File: src/rtl/regfile_wb_if.sv
// Bundle between the issue stage, the ALU/LSU writeback paths and the
// register-file write port, as seen by the writeback scheduler.
interface regfile_wb_if;
    logic        iss_valid;
    logic        iss_wr;
    logic [4:0]  iss_rd;
    logic [4:0]  iss_rs1;
    logic [4:0]  iss_rs2;
    logic        iss_stall;
    logic        alu_valid;
    logic [4:0]  alu_rd;
    logic [31:0] alu_data;
    logic        alu_ready;
    logic        lsu_valid;
    logic [4:0]  lsu_rd;
    logic [31:0] lsu_data;
    logic        w_enable;
    logic [4:0]  wb_addr;
    logic [31:0] wb_data;
    logic [31:0] pending;
    logic        sb_err;

    modport master (
        output iss_valid, iss_wr, iss_rd, iss_rs1, iss_rs2,
        output alu_valid, alu_rd, alu_data,
        output lsu_valid, lsu_rd, lsu_data,
        input  iss_stall, alu_ready, w_enable, wb_addr, wb_data, pending, sb_err
    );

    modport slave (
        input  iss_valid, iss_wr, iss_rd, iss_rs1, iss_rs2,
        input  alu_valid, alu_rd, alu_data,
        input  lsu_valid, lsu_rd, lsu_data,
        output iss_stall, alu_ready, w_enable, wb_addr, wb_data, pending, sb_err
    );
endinterface

File: src/rtl/regfile_wb_sched.sv
// Writeback scheduler: merges LSU and ALU (via one-entry skid buffer) onto the
// single register-file write port and keeps a scoreboard that stalls hazards.
module regfile_wb_sched (
    input  logic         clk,
    input  logic         rst,
    regfile_wb_if.slave  bus
);

    logic        w_enable_r;
    logic [4:0]  wb_addr_r;
    logic [31:0] wb_data_r;
    logic [31:0] pending_r;
    logic        sb_err_r;
    logic        buf_full_r;
    logic [4:0]  buf_rd_r;
    logic [31:0] buf_data_r;

    logic        alu_ready_s;
    logic        alu_acc_s;
    logic        sel_valid_s;
    logic [4:0]  sel_rd_s;
    logic [31:0] sel_data_s;
    logic        buf_load_s;
    logic        buf_drain_s;
    logic        iss_stall_s;
    logic        iss_acc_s;
    logic        err_set_s;
    logic [31:0] pending_nxt_s;

    // A register committing this cycle is forwarded by the file, so it is not busy.
    function automatic logic is_busy(input logic [4:0]  r,
                                     input logic [31:0] pend,
                                     input logic        we,
                                     input logic [4:0]  wa);
        is_busy = pend[r] && !(we && (wa == r));
    endfunction

    assign alu_ready_s = rst && !buf_full_r;
    assign alu_acc_s   = bus.alu_valid && alu_ready_s;

    // Write-source selection: LSU, then skid buffer, then direct ALU.
    always_comb begin
        sel_valid_s = 1'b0;
        sel_rd_s    = 5'd0;
        sel_data_s  = 32'd0;
        buf_load_s  = 1'b0;
        buf_drain_s = 1'b0;
        if (bus.lsu_valid) begin
            sel_valid_s = 1'b1;
            sel_rd_s    = bus.lsu_rd;
            sel_data_s  = bus.lsu_data;
            buf_load_s  = alu_acc_s;
        end else if (buf_full_r) begin
            sel_valid_s = 1'b1;
            sel_rd_s    = buf_rd_r;
            sel_data_s  = buf_data_r;
            buf_drain_s = 1'b1;
        end else if (alu_acc_s) begin
            sel_valid_s = 1'b1;
            sel_rd_s    = bus.alu_rd;
            sel_data_s  = bus.alu_data;
        end else begin
            sel_valid_s = 1'b0;
        end
    end

    // Hazard check, issue acceptance and scoreboard next state (set beats clear).
    always_comb begin
        iss_stall_s = bus.iss_valid &&
                      (((bus.iss_rs1 != 5'd0) && is_busy(bus.iss_rs1, pending_r, w_enable_r, wb_addr_r)) ||
                       ((bus.iss_rs2 != 5'd0) && is_busy(bus.iss_rs2, pending_r, w_enable_r, wb_addr_r)) ||
                       (bus.iss_wr && (bus.iss_rd != 5'd0) &&
                        is_busy(bus.iss_rd, pending_r, w_enable_r, wb_addr_r)));
        iss_acc_s   = bus.iss_valid && !iss_stall_s;
        err_set_s   = sel_valid_s && (sel_rd_s != 5'd0) && !pending_r[sel_rd_s];
        pending_nxt_s = pending_r;
        if (w_enable_r) begin
            pending_nxt_s[wb_addr_r] = 1'b0;
        end else begin
            pending_nxt_s = pending_r;
        end
        if (iss_acc_s && bus.iss_wr && (bus.iss_rd != 5'd0)) begin
            pending_nxt_s[bus.iss_rd] = 1'b1;
        end else begin
            pending_nxt_s[0] = 1'b0;
        end
        pending_nxt_s[0] = 1'b0;
    end

    // Write-port register; rd=0 writes are consumed without a strobe.
    always_ff @(posedge clk) begin
        if (!rst) begin
            w_enable_r <= 1'b0;
            wb_addr_r  <= 5'd0;
            wb_data_r  <= 32'd0;
        end else if (sel_valid_s) begin
            w_enable_r <= (sel_rd_s != 5'd0);
            wb_addr_r  <= sel_rd_s;
            wb_data_r  <= sel_data_s;
        end else begin
            w_enable_r <= 1'b0;
        end
    end

    // Skid buffer holding an ALU result displaced by the LSU.
    always_ff @(posedge clk) begin
        if (!rst) begin
            buf_full_r <= 1'b0;
            buf_rd_r   <= 5'd0;
            buf_data_r <= 32'd0;
        end else if (buf_load_s) begin
            buf_full_r <= 1'b1;
            buf_rd_r   <= bus.alu_rd;
            buf_data_r <= bus.alu_data;
        end else if (buf_drain_s) begin
            buf_full_r <= 1'b0;
        end else begin
            buf_full_r <= buf_full_r;
        end
    end

    // Scoreboard and sticky error flag.
    always_ff @(posedge clk) begin
        if (!rst) begin
            pending_r <= 32'd0;
            sb_err_r  <= 1'b0;
        end else begin
            pending_r <= pending_nxt_s;
            sb_err_r  <= sb_err_r || err_set_s;
        end
    end

    assign bus.iss_stall = iss_stall_s;
    assign bus.alu_ready = alu_ready_s;
    assign bus.w_enable  = w_enable_r;
    assign bus.wb_addr   = wb_addr_r;
    assign bus.wb_data   = wb_data_r;
    assign bus.pending   = pending_r;
    assign bus.sb_err    = sb_err_r;

endmodule

File: src/flat_wrapper.sv
// flat-port wrapper written by rule: the top's interface ports become plain ports
module regfile_wb_sched_flat 
  (clk, rst, bus_iss_valid, bus_iss_wr, bus_iss_rd, bus_iss_rs1, bus_iss_rs2, bus_alu_valid, bus_alu_rd, bus_alu_data, bus_lsu_valid, bus_lsu_rd, bus_lsu_data, bus_iss_stall, bus_alu_ready, bus_w_enable, bus_wb_addr, bus_wb_data, bus_pending, bus_sb_err);
  regfile_wb_if bus_i ();
  input  logic clk;
  input  logic rst;
  input wire logic [$bits(bus_i.iss_valid)-1:0] bus_iss_valid;
  input wire logic [$bits(bus_i.iss_wr)-1:0] bus_iss_wr;
  input wire logic [$bits(bus_i.iss_rd)-1:0] bus_iss_rd;
  input wire logic [$bits(bus_i.iss_rs1)-1:0] bus_iss_rs1;
  input wire logic [$bits(bus_i.iss_rs2)-1:0] bus_iss_rs2;
  input wire logic [$bits(bus_i.alu_valid)-1:0] bus_alu_valid;
  input wire logic [$bits(bus_i.alu_rd)-1:0] bus_alu_rd;
  input wire logic [$bits(bus_i.alu_data)-1:0] bus_alu_data;
  input wire logic [$bits(bus_i.lsu_valid)-1:0] bus_lsu_valid;
  input wire logic [$bits(bus_i.lsu_rd)-1:0] bus_lsu_rd;
  input wire logic [$bits(bus_i.lsu_data)-1:0] bus_lsu_data;
  output wire logic [$bits(bus_i.iss_stall)-1:0] bus_iss_stall;
  output wire logic [$bits(bus_i.alu_ready)-1:0] bus_alu_ready;
  output wire logic [$bits(bus_i.w_enable)-1:0] bus_w_enable;
  output wire logic [$bits(bus_i.wb_addr)-1:0] bus_wb_addr;
  output wire logic [$bits(bus_i.wb_data)-1:0] bus_wb_data;
  output wire logic [$bits(bus_i.pending)-1:0] bus_pending;
  output wire logic [$bits(bus_i.sb_err)-1:0] bus_sb_err;
  assign bus_i.iss_valid = bus_iss_valid;
  assign bus_i.iss_wr = bus_iss_wr;
  assign bus_i.iss_rd = bus_iss_rd;
  assign bus_i.iss_rs1 = bus_iss_rs1;
  assign bus_i.iss_rs2 = bus_iss_rs2;
  assign bus_i.alu_valid = bus_alu_valid;
  assign bus_i.alu_rd = bus_alu_rd;
  assign bus_i.alu_data = bus_alu_data;
  assign bus_i.lsu_valid = bus_lsu_valid;
  assign bus_i.lsu_rd = bus_lsu_rd;
  assign bus_i.lsu_data = bus_lsu_data;
  assign bus_iss_stall = bus_i.iss_stall;
  assign bus_alu_ready = bus_i.alu_ready;
  assign bus_w_enable = bus_i.w_enable;
  assign bus_wb_addr = bus_i.wb_addr;
  assign bus_wb_data = bus_i.wb_data;
  assign bus_pending = bus_i.pending;
  assign bus_sb_err = bus_i.sb_err;
  regfile_wb_sched u_core (.clk(clk), .rst(rst), .bus(bus_i));
endmodule
File: config.mk
export PLATFORM = sky130hd
export DESIGN_NAME = regfile_wb_sched_flat
export DESIGN_NICKNAME = d
export VERILOG_FILES = /design/src/rtl/regfile_wb_if.sv /design/src/rtl/regfile_wb_sched.sv /design/src/flat_wrapper.sv
export SDC_FILE = /design/constraint.sdc
export NUM_CORES = 1
export LEC_CHECK = 0
export BUFFER_PORTS_ARGS = -buffer_cell sky130_fd_sc_hd__buf_2
export CAP_MARGIN = 20
export CELL_PAD_IN_SITES_DETAIL_PLACEMENT = 1
export CELL_PAD_IN_SITES_GLOBAL_PLACEMENT = 1
export CORE_MARGIN = 8
export CORE_UTILIZATION = 30
export CTS_BUF_LIST = sky130_fd_sc_hd__clkbuf_8
export DETAILED_ROUTE_END_ITERATION = 10
export PLACE_DENSITY_LB_ADDON = 0.1
export SLEW_MARGIN = 10
export SYNTH_ARGS = -nofsm -noshare
export SYNTH_HDL_FRONTEND = slang
export SYNTH_SLANG_ARGS = --single-unit
File: constraint.sdc
create_clock -name clk -period 3.3 [get_ports clk]
set_input_delay 0.165 -clock clk [delete_from_list [all_inputs] [get_ports clk]]
set_output_delay 0.165 -clock clk [all_outputs]
set_load 0.005 [all_outputs]
Word level (Yosys, flattened, before mapping)
Cells that the tools add are included.

word-level totals
  input bits = 95
  output and inout bits = 73
  logic and storage cells = 85
  bits in registers = 109

cells by class
  reduce and logical (&&, ||, !) cells = 35
  muxes and demuxes = 28
  eq/ne operators = 3
  bitwise logic cells = 3
  order comparisons = 7

operators by type and width
  kind                  number
  $mux W32              4
  $and A32 B32 Y32      1
  $not A32 Y32          1
  $or A32 B32 Y32       1
  $mux W31              1
  $lt A5 B6 Y1 const B  5
  $bmux W1 S5           4
  $logic_and A1 B1 Y1   20
  $reduce_bool A5 Y1    4
  $eq A5 B5 Y1          3
  $mux W5               3
  $mux W1               14
  $demux W1 S5          2
  $ge A5 B1 Y1 const B  2
  $logic_not A1 Y1      6
  $logic_or A1 B1 Y1    3
  $reduce_and A2 Y1     1
  $reduce_bool A2 Y1    1

Depth between registers and ports, before layout
Gate-level depths: netlist of run 1.

  depth in word-level cells = 13
  gate-level depth with buffers = 10
  gate-level depth less buffers = 7

Worst setup path before layout of run 1
OpenSTA, ideal clock, no wires.

  path type = reg2reg
  start point = register u_core.buf_full_r
  end point = register u_core.sb_err_r (netlist: u_core.bus.sb_err)
  period minus slack after synthesis = 2.144 ns
  stages on the path, launching flop included = 9
  required time = 3.240 ns
  library setup time = 0.060 ns
  slack = 1.156 ns
  arrival time = 2.085 ns
  path buffers = 1
  cell sequence = dfxtp_1 > buf_6 > mux2_4 > o211ai_4 > mux2i_1 > mux2i_1 > mux2_2 > a2111oi_0 > a221o_1

on the way
  longest elaborated chain between the ends = 11
  elaborated cells between the ends (all ways) = 16
  classes of those cells = mux (8); reduce/logical (8)

ends and longest elaborated chain
  item                           line                     RTL
  start, declared                regfile_wb_sched.sv:14   logic buf_full_r;
  start signal, assigned         regfile_wb_sched.sv:118  buf_full_r <= buf_full_r;
  $logic_not A1 Y1               regfile_wb_sched.sv:38   assign alu_ready_s = rst && !buf_full_r;
  $logic_and A1 B1 Y1            regfile_wb_sched.sv:38
  $logic_and A1 B1 Y1            regfile_wb_sched.sv:39   assign alu_acc_s = bus.alu_valid && alu_ready_s;
  $mux W5                        regfile_wb_sched.sv:58   end else if (alu_acc_s) begin
  $mux W5                        regfile_wb_sched.sv:53   end else if (buf_full_r) begin
  $mux W5                        regfile_wb_sched.sv:48   if (bus.lsu_valid) begin
  $bmux W1 S5                    regfile_wb_sched.sv:75   err_set_s = sel_valid_s && (sel_rd_s != 5'd0) && !pending_r[sel_rd_s];
  $mux W1 (not written as such)  regfile_wb_sched.sv:75
  $logic_not A1 Y1               regfile_wb_sched.sv:75
  $logic_and A1 B1 Y1 (*)        regfile_wb_sched.sv:75
  $logic_or A1 B1 Y1 (*)         regfile_wb_sched.sv:129  sb_err_r <= sb_err_r || err_set_s;
  end signal, assigned           regfile_wb_sched.sv:129
  end, declared                  regfile_wb_sched.sv:13   logic sb_err_r;

Every way passes the cells marked *; elsewhere a longest branch is shown, timed or not. The select of a mux whose other input is x is not followed.
A chain may end at the register's enable or synchronous reset.

Worst setup path in the final report of run 1
Ends and elaborated chain as after synthesis.

==> results of run 1 <==
-- power groups by stage --
| stage | registers, mW | logic [mW] | clock network [mW] |
|---|---|---|---|
| CTS | 1.42 | 0.502 | 0.965 |
| finish | 1.42 | 0.498 | 0.932 |
| floorplan | 1.42 | 0.306 | 0 |
| global placement | 1.44 | 0.484 | 0 |
| detailed placement | 1.45 | 0.499 | 0 |
| global route | 1.42 | 0.550 | 1.01 |
-- kinds of logic (layout without fill, tap and decap cells) --
| kind of cell | Yosys count | in the layout |
|---|---|---|
| XOR/XNOR | 15 | 15 |
| AND/OR/NAND/NOR | 252 | 252 |
| other | 1 | 3 |
| multiplexers | 58 | 58 |
| AO/OA/AOI/OAI | 211 | 211 |
| buffers and inverters | 79 | 210 |
| flip-flops | 108 | 108 |
-- Yosys cell counts (3+ instances only) --
master                     instances
sky130_fd_sc_hd__mux2i_1          36
sky130_fd_sc_hd__dfxtp_1         108
sky130_fd_sc_hd__o22ai_1           3
sky130_fd_sc_hd__mux4_2           15
sky130_fd_sc_hd__a221oi_1          3
sky130_fd_sc_hd__buf_4             6
sky130_fd_sc_hd__nand4b_1         17
sky130_fd_sc_hd__clkbuf_1         56
sky130_fd_sc_hd__o21ai_1          34
sky130_fd_sc_hd__nand3_1           9
sky130_fd_sc_hd__nor3b_1           4
sky130_fd_sc_hd__xnor2_1           3
sky130_fd_sc_hd__mux2_1            3
sky130_fd_sc_hd__o221ai_1         32
sky130_fd_sc_hd__o211ai_1         31
sky130_fd_sc_hd__clkbuf_2          3
sky130_fd_sc_hd__buf_2             7
sky130_fd_sc_hd__xor2_1           12
sky130_fd_sc_hd__a21oi_1          10
sky130_fd_sc_hd__a21boi_0         41
sky130_fd_sc_hd__nand2_1         160
sky130_fd_sc_hd__mux2_2            3
sky130_fd_sc_hd__nor3_1            4
sky130_fd_sc_hd__a31oi_1          34
sky130_fd_sc_hd__nor2b_1           4
sky130_fd_sc_hd__o21ai_0           3
sky130_fd_sc_hd__nor4_1            3
sky130_fd_sc_hd__and3b_1           5
sky130_fd_sc_hd__nand2b_1          3
sky130_fd_sc_hd__nor2_1            9
sky130_fd_sc_hd__nand4_1          18
sky130_fd_sc_hd__nand3b_1          6
-- layout make-up --
cell class              count  share of cell area [%]
well taps                 270                    4.55
flip-flops and latches    108                    29.1
diodes                      2                  0.0674
repair buffers            192                    13.9
clock inverters             6                    1.28
inverters                   3                   0.152
clock buffers               9                    1.67
multi-input cells         537                    49.3
-- metrics by stage --
stage	total power, mW	setup WS [ns]	hold slack [ns]	area (um^2)
2_1_floorplan	1.73	1.16	0.303	6170
3_3_place_gp	1.93	0.742	0.428	7180
3_5_place_dp	1.94	0.624	0.440	7180
4_1_cts	2.88	0.559	0.00563	7400
5_1_grt	2.99	0.396	0.0138	7420
6_report	2.85	0.543	0.0292	7420
-- placed cells by master (no fill, tap or decap), types with 3 or more instances in the layout --
master	count
sky130_fd_sc_hd__mux2_1	3
sky130_fd_sc_hd__a221oi_1	3
sky130_fd_sc_hd__mux2i_1	36
sky130_fd_sc_hd__nor3_1	4
sky130_fd_sc_hd__mux4_2	15
sky130_fd_sc_hd__nand4_1	18
sky130_fd_sc_hd__a21boi_0	41
sky130_fd_sc_hd__o21ai_0	3
sky130_fd_sc_hd__o21ai_1	34
sky130_fd_sc_hd__xor2_1	12
sky130_fd_sc_hd__xnor2_1	3
sky130_fd_sc_hd__o22ai_1	3
sky130_fd_sc_hd__clkbuf_8	9
sky130_fd_sc_hd__buf_4	24
sky130_fd_sc_hd__buf_2	166
sky130_fd_sc_hd__a31oi_1	34
sky130_fd_sc_hd__nor2_1	8
sky130_fd_sc_hd__nor3b_1	4
sky130_fd_sc_hd__mux2_2	3
sky130_fd_sc_hd__nand3b_1	6
sky130_fd_sc_hd__and3b_1	5
sky130_fd_sc_hd__nor4_1	3
sky130_fd_sc_hd__nor2b_1	4
sky130_fd_sc_hd__nand4b_1	17
sky130_fd_sc_hd__nand2_1	160
sky130_fd_sc_hd__a21oi_1	10
sky130_fd_sc_hd__o221ai_1	32
sky130_fd_sc_hd__nand3_1	9
sky130_fd_sc_hd__o211ai_1	31
sky130_fd_sc_hd__dfxtp_1	107
sky130_fd_sc_hd__nand2b_1	3
-- worst register-to-register path, cell delays in order (launching register included) --
cell and delay (ns):
sky130_fd_sc_hd__dfxtp_2 0.53, sky130_fd_sc_hd__mux2_4 0.35, sky130_fd_sc_hd__o211ai_4 0.53, sky130_fd_sc_hd__mux2i_1 0.28, sky130_fd_sc_hd__mux2i_1 0.10, sky130_fd_sc_hd__mux2_2 0.27, sky130_fd_sc_hd__a2111oi_0 0.45, sky130_fd_sc_hd__a221o_1 0.19
-- path summary, 6_finish.rpt --
kind / slack, ns / end
max: 0.54 / u_core.bus.sb_err$_SDFF_PN0_
min: 0.03 / u_core.buf_data_r[25]$_SDFFE_PN0P_
max reg2reg: 0.54 / u_core.bus.sb_err$_SDFF_PN0_
min reg2reg: 0.47 / u_core.buf_data_r[22]$_SDFFE_PN0P_
-- sequential cells by signal, indices dropped and copies added, names as in the netlist --
signal and cells:
u_core.bus.wb_addr 5, u_core.bus.wb_data 32, u_core.buf_rd_r 5, u_core.bus.w_enable 1
u_core.bus.sb_err 1, u_core.buf_full_r 1, u_core.buf_data_r 32, u_core.bus.pending 31
-- what timing repair did --
action / CTS / global route
hold endpoints to repair: 1 / 0
setup buffers: 0 / 0
hold buffers: 1 / 0
-- layer usage --
metal | part of all wire (%) | GRT usage (%)
met5 | 0.048 | 0
met4 | 1.6 | 4.72
met3 | 6.2 | 4.29
met2 | 46 | 31.1
met1 | 46 | 25.6
==> reports/qor_table.md, run 1 <==
| Group | Quantity | This run |
|:---|:---|:---|
| synthesis | Syn Std Cell Area | 6170 um^2 |
| pwr | Sequential share of power | 49.8% |
| drt | First-iteration detailed-routing DRC count | 367 |
| pwr | Max rail drop VDD | 0.000208 V |
| global route | GRT Total Usage | 19.3% |
| timing | Final count of negative-setup-slack endpoints | 0 |
| synthesis | Number of synthesized register bits | 108 |
| synthesis | Proportion of netlist area held by the largest area contributor | 35.1% |
| worst setup path | Depth of the most critical reg-to-reg path | 7 |
| clock network | Longest Clk Path Bufs | 2 |
| worst setup path | Worst setup path class | flip-flop to flip-flop |
| worst setup path | Highest cell delay on the worst timing path | 0.53 ns |
| synthesis | Number of enable flip-flop cells after synthesis | 0 |
| floorplan | Number of ports placed on the die boundary | 168 |
| clock network | TritonCTS clock tree | yes |
| synthesis | Average cell area after synthesis | 8.52 um^2 |
| placement | Detailed-placement wirelength estimate | 18.1 mm |
| drt | Number of iterations in the first detailed-routing pass | 5 |
| drt | Via count of the routed design | 6348 |
| layout | Filler Cell Count | 2469 |
| clock network | H-tree level count | 3 |
| clock network | Number of sinks on the clock net | 108 |
| pwr | Clock power frac | 32.8% |
| clock network | Post-CTS sizing | 0 |
| synthesis | Multiplexer area fraction after synthesis | 12.7% |
| worst setup path | Critical path required time | 3.63 ns |
| placement | Gpl congestion | 0.831 |
| worst setup path | Cell seen most often among critical-path stages | sky130_fd_sc_hd__mux2i_1 |
| layout | Area added between synthesis and finish | 20.3% |
| worst setup path | Arr. time, crit path | 3.08 ns |
| synthesis | Post-synthesis share of cell area spent on xor and xnor gates | 2.13% |
| floorplan | Vert. Die Dim | 159 um |
| drt | Drt via density | 5.63 |
| timing | Top achievable clock speed | 363 MHz |
| pwr | Pwr dens | 383 nW/um^2 |
| timing | Final Cycle Share | 83.5% |
| worst setup path | Source of the critical timing path | u_core.buf_full_r$_SDFFE_PN0P_ |
| worst setup path | Cell family with the largest share of critical-path delay | compound AO/OA/AOI/OAI gates |
| synthesis | Dominant combinational cell family by area after synthesis | compound AO/OA/AOI/OAI gates |
| layout | Area of the multi-input gates | 3660 um^2 |
| pwr | Sw Ratio | 29.9% |
| outcome | Run status | finished clean |
| layout | Area of all sequential standard cells | 2160 um^2 |
| global route | Initial antenna violation count | 2 |
| timing | Clock skew after layout | 0.0110 ns |
| drt | Detail-routed net length per standard cell | 22.2 um |
| worst setup path | Combined buffer and inverter count along the critical path | 0 |
| synthesis | Post-Synth Simple-Gate Area | 19.7% |
| pwr | Combinational cell fraction of total power | 17.5% |
| global route | Leftover overflow at the end of global routing | 0 |
| floorplan | FP Rows | 52 |
| worst setup path | Element type at the critical path end | flip-flop |
| synthesis | Post-Synth Adder-Cell Area | 0% |
| synthesis | Synth Warn # | 0 |
| global route | Number of global-route vias before repair | 6829 |
| clock network | Clock transition time at the flip-flop clock pins of the worst setup and hold paths | 0.11 ns |
| global route | Maximum number of pins on one net before global-route repair | 43 |
| drt | Post-Route WL | 25.0 mm |
| timing | Pin slew with the least headroom to its limit | 1.01 ns |
| drt | DRC violations left | 0 |
| synthesis | Fraction of registers with async set/reset | 0% |
| timing | Count of endpoints failing hold in the final timing report | 0 |
| worst hold path | Class of the most critical hold timing path | input pin to flip-flop |
| synthesis | Cell types occupying the most area after synthesis | sky130_fd_sc_hd__dfxtp_1 35%, sky130_fd_sc_hd__nand2_1 9.7%, sky130_fd_sc_hd__mux2i_1 5.8% |
| layout | Non-filler instance count after layout | 1127 |
| worst setup path | Nature of the critical path startpoint | flip-flop |
| floorplan | Die Outline Area | 25400 um^2 |
| timing | Final max-slew violation count | 0 |
| clock network | Num CTS Buffers | 9 |
| pwr | Leakage power | 2.88 nW |
| timing | Final TNS setup | 0 ns |
| layout | Layout cells sized above 1 | 27.6% |
| synthesis | Fraction of the yosys area taken by sequential cells | 35.1% |
| worst hold path | Origin of the worst min-delay path | bus_alu_data[25] |
| worst hold path | Count of cells along the worst hold path | 3 |
| run | Count of maximum capacitance violations | 0 |
| floorplan | DIE WIDTH | 159 um |
| clock network | Clock latency at the later pin of the worst-skew pair | 0.38 ns |
| synthesis | Number of distinct standard cells referenced by the synthesized netlist | 64 |
| synthesis | Share of the synthesized area in compound gates (AO/OA/AOI/OAI) | 24.7% |
| placement | Placed Cells incl. Taps | 1107 |
| timing | Tmin final | 2.76 ns |
| layout | Final core utilization | 36.7% |
| placement | Port Buffer Count | 166 |
| worst setup path | Startpoint of the worst register-to-register path | u_core.buf_full_r$_SDFFE_PN0P_ |
| synthesis | Biggest area consumer among synthesized cells | sky130_fd_sc_hd__dfxtp_1 |
| timing | Unrepaired setup endpoints after global routing | false |
| synthesis | Synth Flop Type | sky130_fd_sc_hd__dfxtp_1 |
| floorplan | Effective utilization at floorplan | 30.5% |
| layout | Count of nets after finishing | 946 |
| worst setup path | Stages on the worst setup path | 7 |
| worst setup path | Crit Path Max Fanout | 17 |
| pwr | Int Pwr | 1.99 mW |
| worst setup path | Cells along the critical path | mux2_4 > o211ai_4 > mux2i_1 > mux2i_1 > mux2_2 > a2111oi_0 > a221o_1 |
| worst setup path | Cell type of the slowest stage on the worst timing path | sky130_fd_sc_hd__dfxtp_2 |
| floorplan | Core area | 20200 um^2 |
| synthesis | Syn nets | 819 |
| pwr | Net switching power figure | 851 uW |
| clock network | Clock tree root driver cell | sky130_fd_sc_hd__clkbuf_8 |
| synthesis | Post-synthesis cell count | 724 |
| timing | Headroom to the max-slew limit | 32.6% |
| global route | Global-route wire length before repair | 39.5 mm |
| drt | Antenna-violating nets left | 0 |
Note: power is estimated with default switching activity, not from simulation.
==> run 2: changes to the inputs <==
clock period = 2.8 ns   (was 3.3 ns; I/O delays follow)
==> run 2 against run 1 <==
Net effect:
- die area unchanged
- final cell count is 3.1% higher
- sequential cell count did not move
- via count is 1.2% higher
- count of clock-buffer cells in the layout grew 1
- clock power grew 12%
- critical path depth rose by 2
- combinational power increased by 27%
- first-iteration DRC count increased by 17%
- hold slack about the same
- critical path type is now input pin to flip-flop
- critical endpoint unchanged
- largest cell class unchanged
==> reports/qor_table.md, run 2 (same netlist as run 1, synthesis figures left out) <==
| Group | Quantity | This run | Delta |
|:---|:---|:---|:---|
| clock network | H-tree level count | 3 | unchanged |
| worst setup path | Critical path required time | 3.14 ns | -0.49 ns |
| global route | Initial antenna violation count | 2 | unchanged |
| worst hold path | Class of the most critical hold timing path | input pin to flip-flop |  |
| worst setup path | Startpoint of the worst register-to-register path | u_core.buf_full_r$_SDFFE_PN0P_ |  |
| layout | Most common cell after layout, fill and taps aside | sky130_fd_sc_hd__buf_2 |  |
| drt | Number of iterations in the first detailed-routing pass | 5 | unchanged |
| layout | Most frequent cells in the layout | 165 x sky130_fd_sc_hd__buf_2, 160 x sky130_fd_sc_hd__nand2_1, 107 x sky130_fd_sc_hd__dfxtp_1 |  |
| layout | Area added between synthesis and finish | 26.0% |  |
| timing | Final max-slew violation count | 0 | unchanged |
| timing | Clock skew after layout | 0.0199 ns | +0.00888 ns |
| timing | Count of endpoints failing hold in the final timing report | 0 | unchanged |
| timing | Pin slew with the least headroom to its limit | 1.09 ns | +0.0753 ns |
| layout | Count of nets after finishing | 980 | +3.6% |
| timing | Unrepaired setup endpoints after global routing | false |  |
| drt | Drt via density | 5.53 | -1.8% |
| floorplan | Effective utilization at floorplan | 30.5% | unchanged |
| worst setup path | Depth of the most critical reg-to-reg path | 9 | +2 |
| worst setup path | Worst setup path class | input pin to flip-flop |  |
| clock network | Clock transition time at the flip-flop clock pins of the worst setup and hold paths | 0.10 ns | about the same |
| clock network | TritonCTS clock tree | yes |  |
| timing | Final TNS setup | 0 ns | unchanged |
| clock network | Setup bufs post-CTS | 0 | unchanged |
| timing | Final Cycle Share | 89.0% |  |
| drt | DRC violations left | 0 | unchanged |
| worst setup path | Nature of the critical path startpoint | input pin |  |
| pwr | Max rail drop VDD | 0.000218 V | +5.1% |
| worst setup path | Cell family with the largest share of critical-path delay | compound AO/OA/AOI/OAI gates |  |
| clock network | Clock tree root driver cell | sky130_fd_sc_hd__clkbuf_8 |  |
| worst setup path | Combined buffer and inverter count along the critical path | 2 | +2 |
| pwr | Leakage power | 3.02 nW | +5.0% |
| clock network | Clock latency at the later pin of the worst-skew pair | 0.40 ns | +0.02 ns |
| pwr | Total Power | 3.34 mW | +17% |
| worst setup path | Critical path capture point | u_core.bus.sb_err$_SDFF_PN0_ |  |
| worst setup path | Cell type of the slowest stage on the worst timing path | sky130_fd_sc_hd__dlygate4sd3_1 |  |
| worst setup path | Element type at the critical path end | flip-flop |  |
| pwr | Pwr dens | 430 nW/um^2 | +12% |
| worst setup path | Arr. time, crit path | 2.83 ns | -0.25 ns |
| timing | Tmin final | 2.49 ns |  |
| outcome | Run status | finished clean |  |
| drt | Post-Route WL | 24.8 mm | -1.0% |
| worst setup path | Source of the critical timing path | bus_alu_rd[0] |  |
| worst setup path | Crit Path Max Fanout | 13 | -4 |
| global route | Maximum number of pins on one net before global-route repair | 60 | +40% |
| layout | Layout cells sized above 1 | 26.4% | -1.2 points |
| drt | First-iteration detailed-routing DRC count | 429 | +17% |
| floorplan | Core area | 20200 um^2 | unchanged |
| floorplan | FP Rows | 52 | unchanged |
| worst setup path | Endpoint of the worst-slack reg-to-reg timing path | u_core.bus.sb_err$_SDFF_PN0_ |  |
| clock network | Longest Clk Path Bufs | 2 | unchanged |
| placement | Port Buffer Count | 166 | unchanged |
| timing | Final count of negative-setup-slack endpoints | 0 | unchanged |
| timing | Top achievable clock speed | 401 MHz |  |
| worst setup path | Highest cell delay on the worst timing path | 0.56 ns | +0.03 ns |
| placement | Gpl congestion | 0.804 | -3.2% |
| floorplan | Vert. Die Dim | 159 um | unchanged |
| worst setup path | Stages on the worst setup path | 9 | +2 |
| floorplan | Number of ports placed on the die boundary | 168 | unchanged |
| global route | Number of global-route vias before repair | 6885 | +0.82% |
| clock network | Num CTS Buffers | 9 | unchanged |
| drt | Detail-routed net length per standard cell | 21.3 um | -4.0% |
| worst setup path | Cells along the critical path | dlygate4sd3_1 > buf_2 > mux2_4 > o211ai_4 > mux2i_1 > mux2i_1 > mux2_2 > a2111oi_0 > a221o_1 |  |
| clock network | Number of sinks on the clock net | 108 | unchanged |
| global route | GRT Total Usage | 19.2% | -0.031 points |
| drt | Via count of the routed design | 6426 | +1.2% |
| worst setup path | R2r setup slk | 0.34 ns | -0.20 ns |
| floorplan | DIE WIDTH | 159 um | unchanged |
| timing | Headroom to the max-slew limit | 27.1% | -5.6 points |
| global route | Leftover overflow at the end of global routing | 0 | unchanged |
| placement | Detailed-placement wirelength estimate | 17.6 mm | -2.8% |
| run | Count of maximum capacitance violations | 0 | unchanged |
| worst setup path | Cell seen most often among critical-path stages | sky130_fd_sc_hd__mux2i_1 |  |
| floorplan | Die Outline Area | 25400 um^2 | unchanged |
| global route | Global-route wire length before repair | 39.4 mm | about the same |
| drt | Antenna-violating nets left | 0 | unchanged |
run 2: cell count changes in the layout (fill, tap and decap cells not counted), sizes merged:
cell and delta:
bufinv -1, dlygate4sd3 +35, inv +1, clkinvlp -1, clkinv +1
run 2: cell type report:
| class | count | area (um^2) |
|---|---|---|
| diodes | 2 | 5.00 |
| well taps | 270 | 338 |
| inverters | 3 | 11.3 |
| flip-flops and latches | 108 | 2160 |
| fillers | 2434 | 12500 |
| multi-input cells | 537 | 3660 |
| repair buffers | 226 | 1390 |
| clock buffers | 10 | 138 |
| clock inverters | 6 | 70.1 |
run 2: power breakdown:
part / switching, mW / leakage (nW) / internal [mW]
clock: 0.596 / 0.106 / 0.447
combinational: 0.356 / 2.03 / 0.274
sequential: 0.0636 / 0.882 / 1.60
total: 1.02 / 3.02 / 2.32
run 2: what timing repair did:
| item | 4_1_cts | 5_1_grt |
|---|---|---|
| hold buffers | 34 | 2 |
| gates resized for setup | 0 | 0 |
| hold endpoints to repair | 55 | 2 |
run 2: layer usage:
layer / routed length [um] / vias to the layer above / GRT usage, % / part of all wire, %
met1: 11000 / 3139 / 24.9 / 44
met4: 499 / 2 / 5.57 / 2.0
met2: 11400 / 230 / 30.8 / 46
li1: - / 3021 / - / -
met5: 10 / - / 0 / 0.040
met3: 1870 / 34 / 5.14 / 7.5
run 2: worst min-delay path by stage:
stage                                          to  depth (start not counted)       startpoint
6_report        u_core.buf_data_r[3]$_SDFFE_PN0P_                          3  bus_alu_data[3]
5_1_grt         u_core.buf_data_r[3]$_SDFFE_PN0P_                          3  bus_alu_data[3]
4_1_cts        u_core.bus.wb_data[6]$_SDFFE_PN0P_                          3  bus_alu_data[6]
3_5_place_dp      u_core.buf_rd_r[3]$_SDFFE_PN0P_                          3    bus_alu_rd[3]
3_3_place_gp    u_core.buf_data_r[0]$_SDFFE_PN0P_                          3  bus_alu_data[0]
2_1_floorplan      u_core.buf_full_r$_SDFFE_PN0P_                          1    bus_alu_valid
run 2: worst register-to-register path, delay by kind of cell, from the launching register on:
kind	cells	cell delay [ns]
flip-flops	1	0.37
AO/OA/AOI/OAI	4	0.71
AND/OR/NAND/NOR	1	0.25
buffers and inverters	2	0.69
multiplexers	2	0.35
run 2: through the flow:
stage               cells  hold WS [ns]  utilization, %  setup slack, ns  area, um^2
floorplan             724         0.278               -            0.656        6170
global placement     1108         0.403            35.6            0.421        7200
detailed placement   1108         0.414            35.6            0.354        7200
CTS                  1158      0.000135            38.3            0.320        7740
global route         1161        0.0115            38.4            0.178        7770
finish               1162        0.0287            38.4            0.308        7770
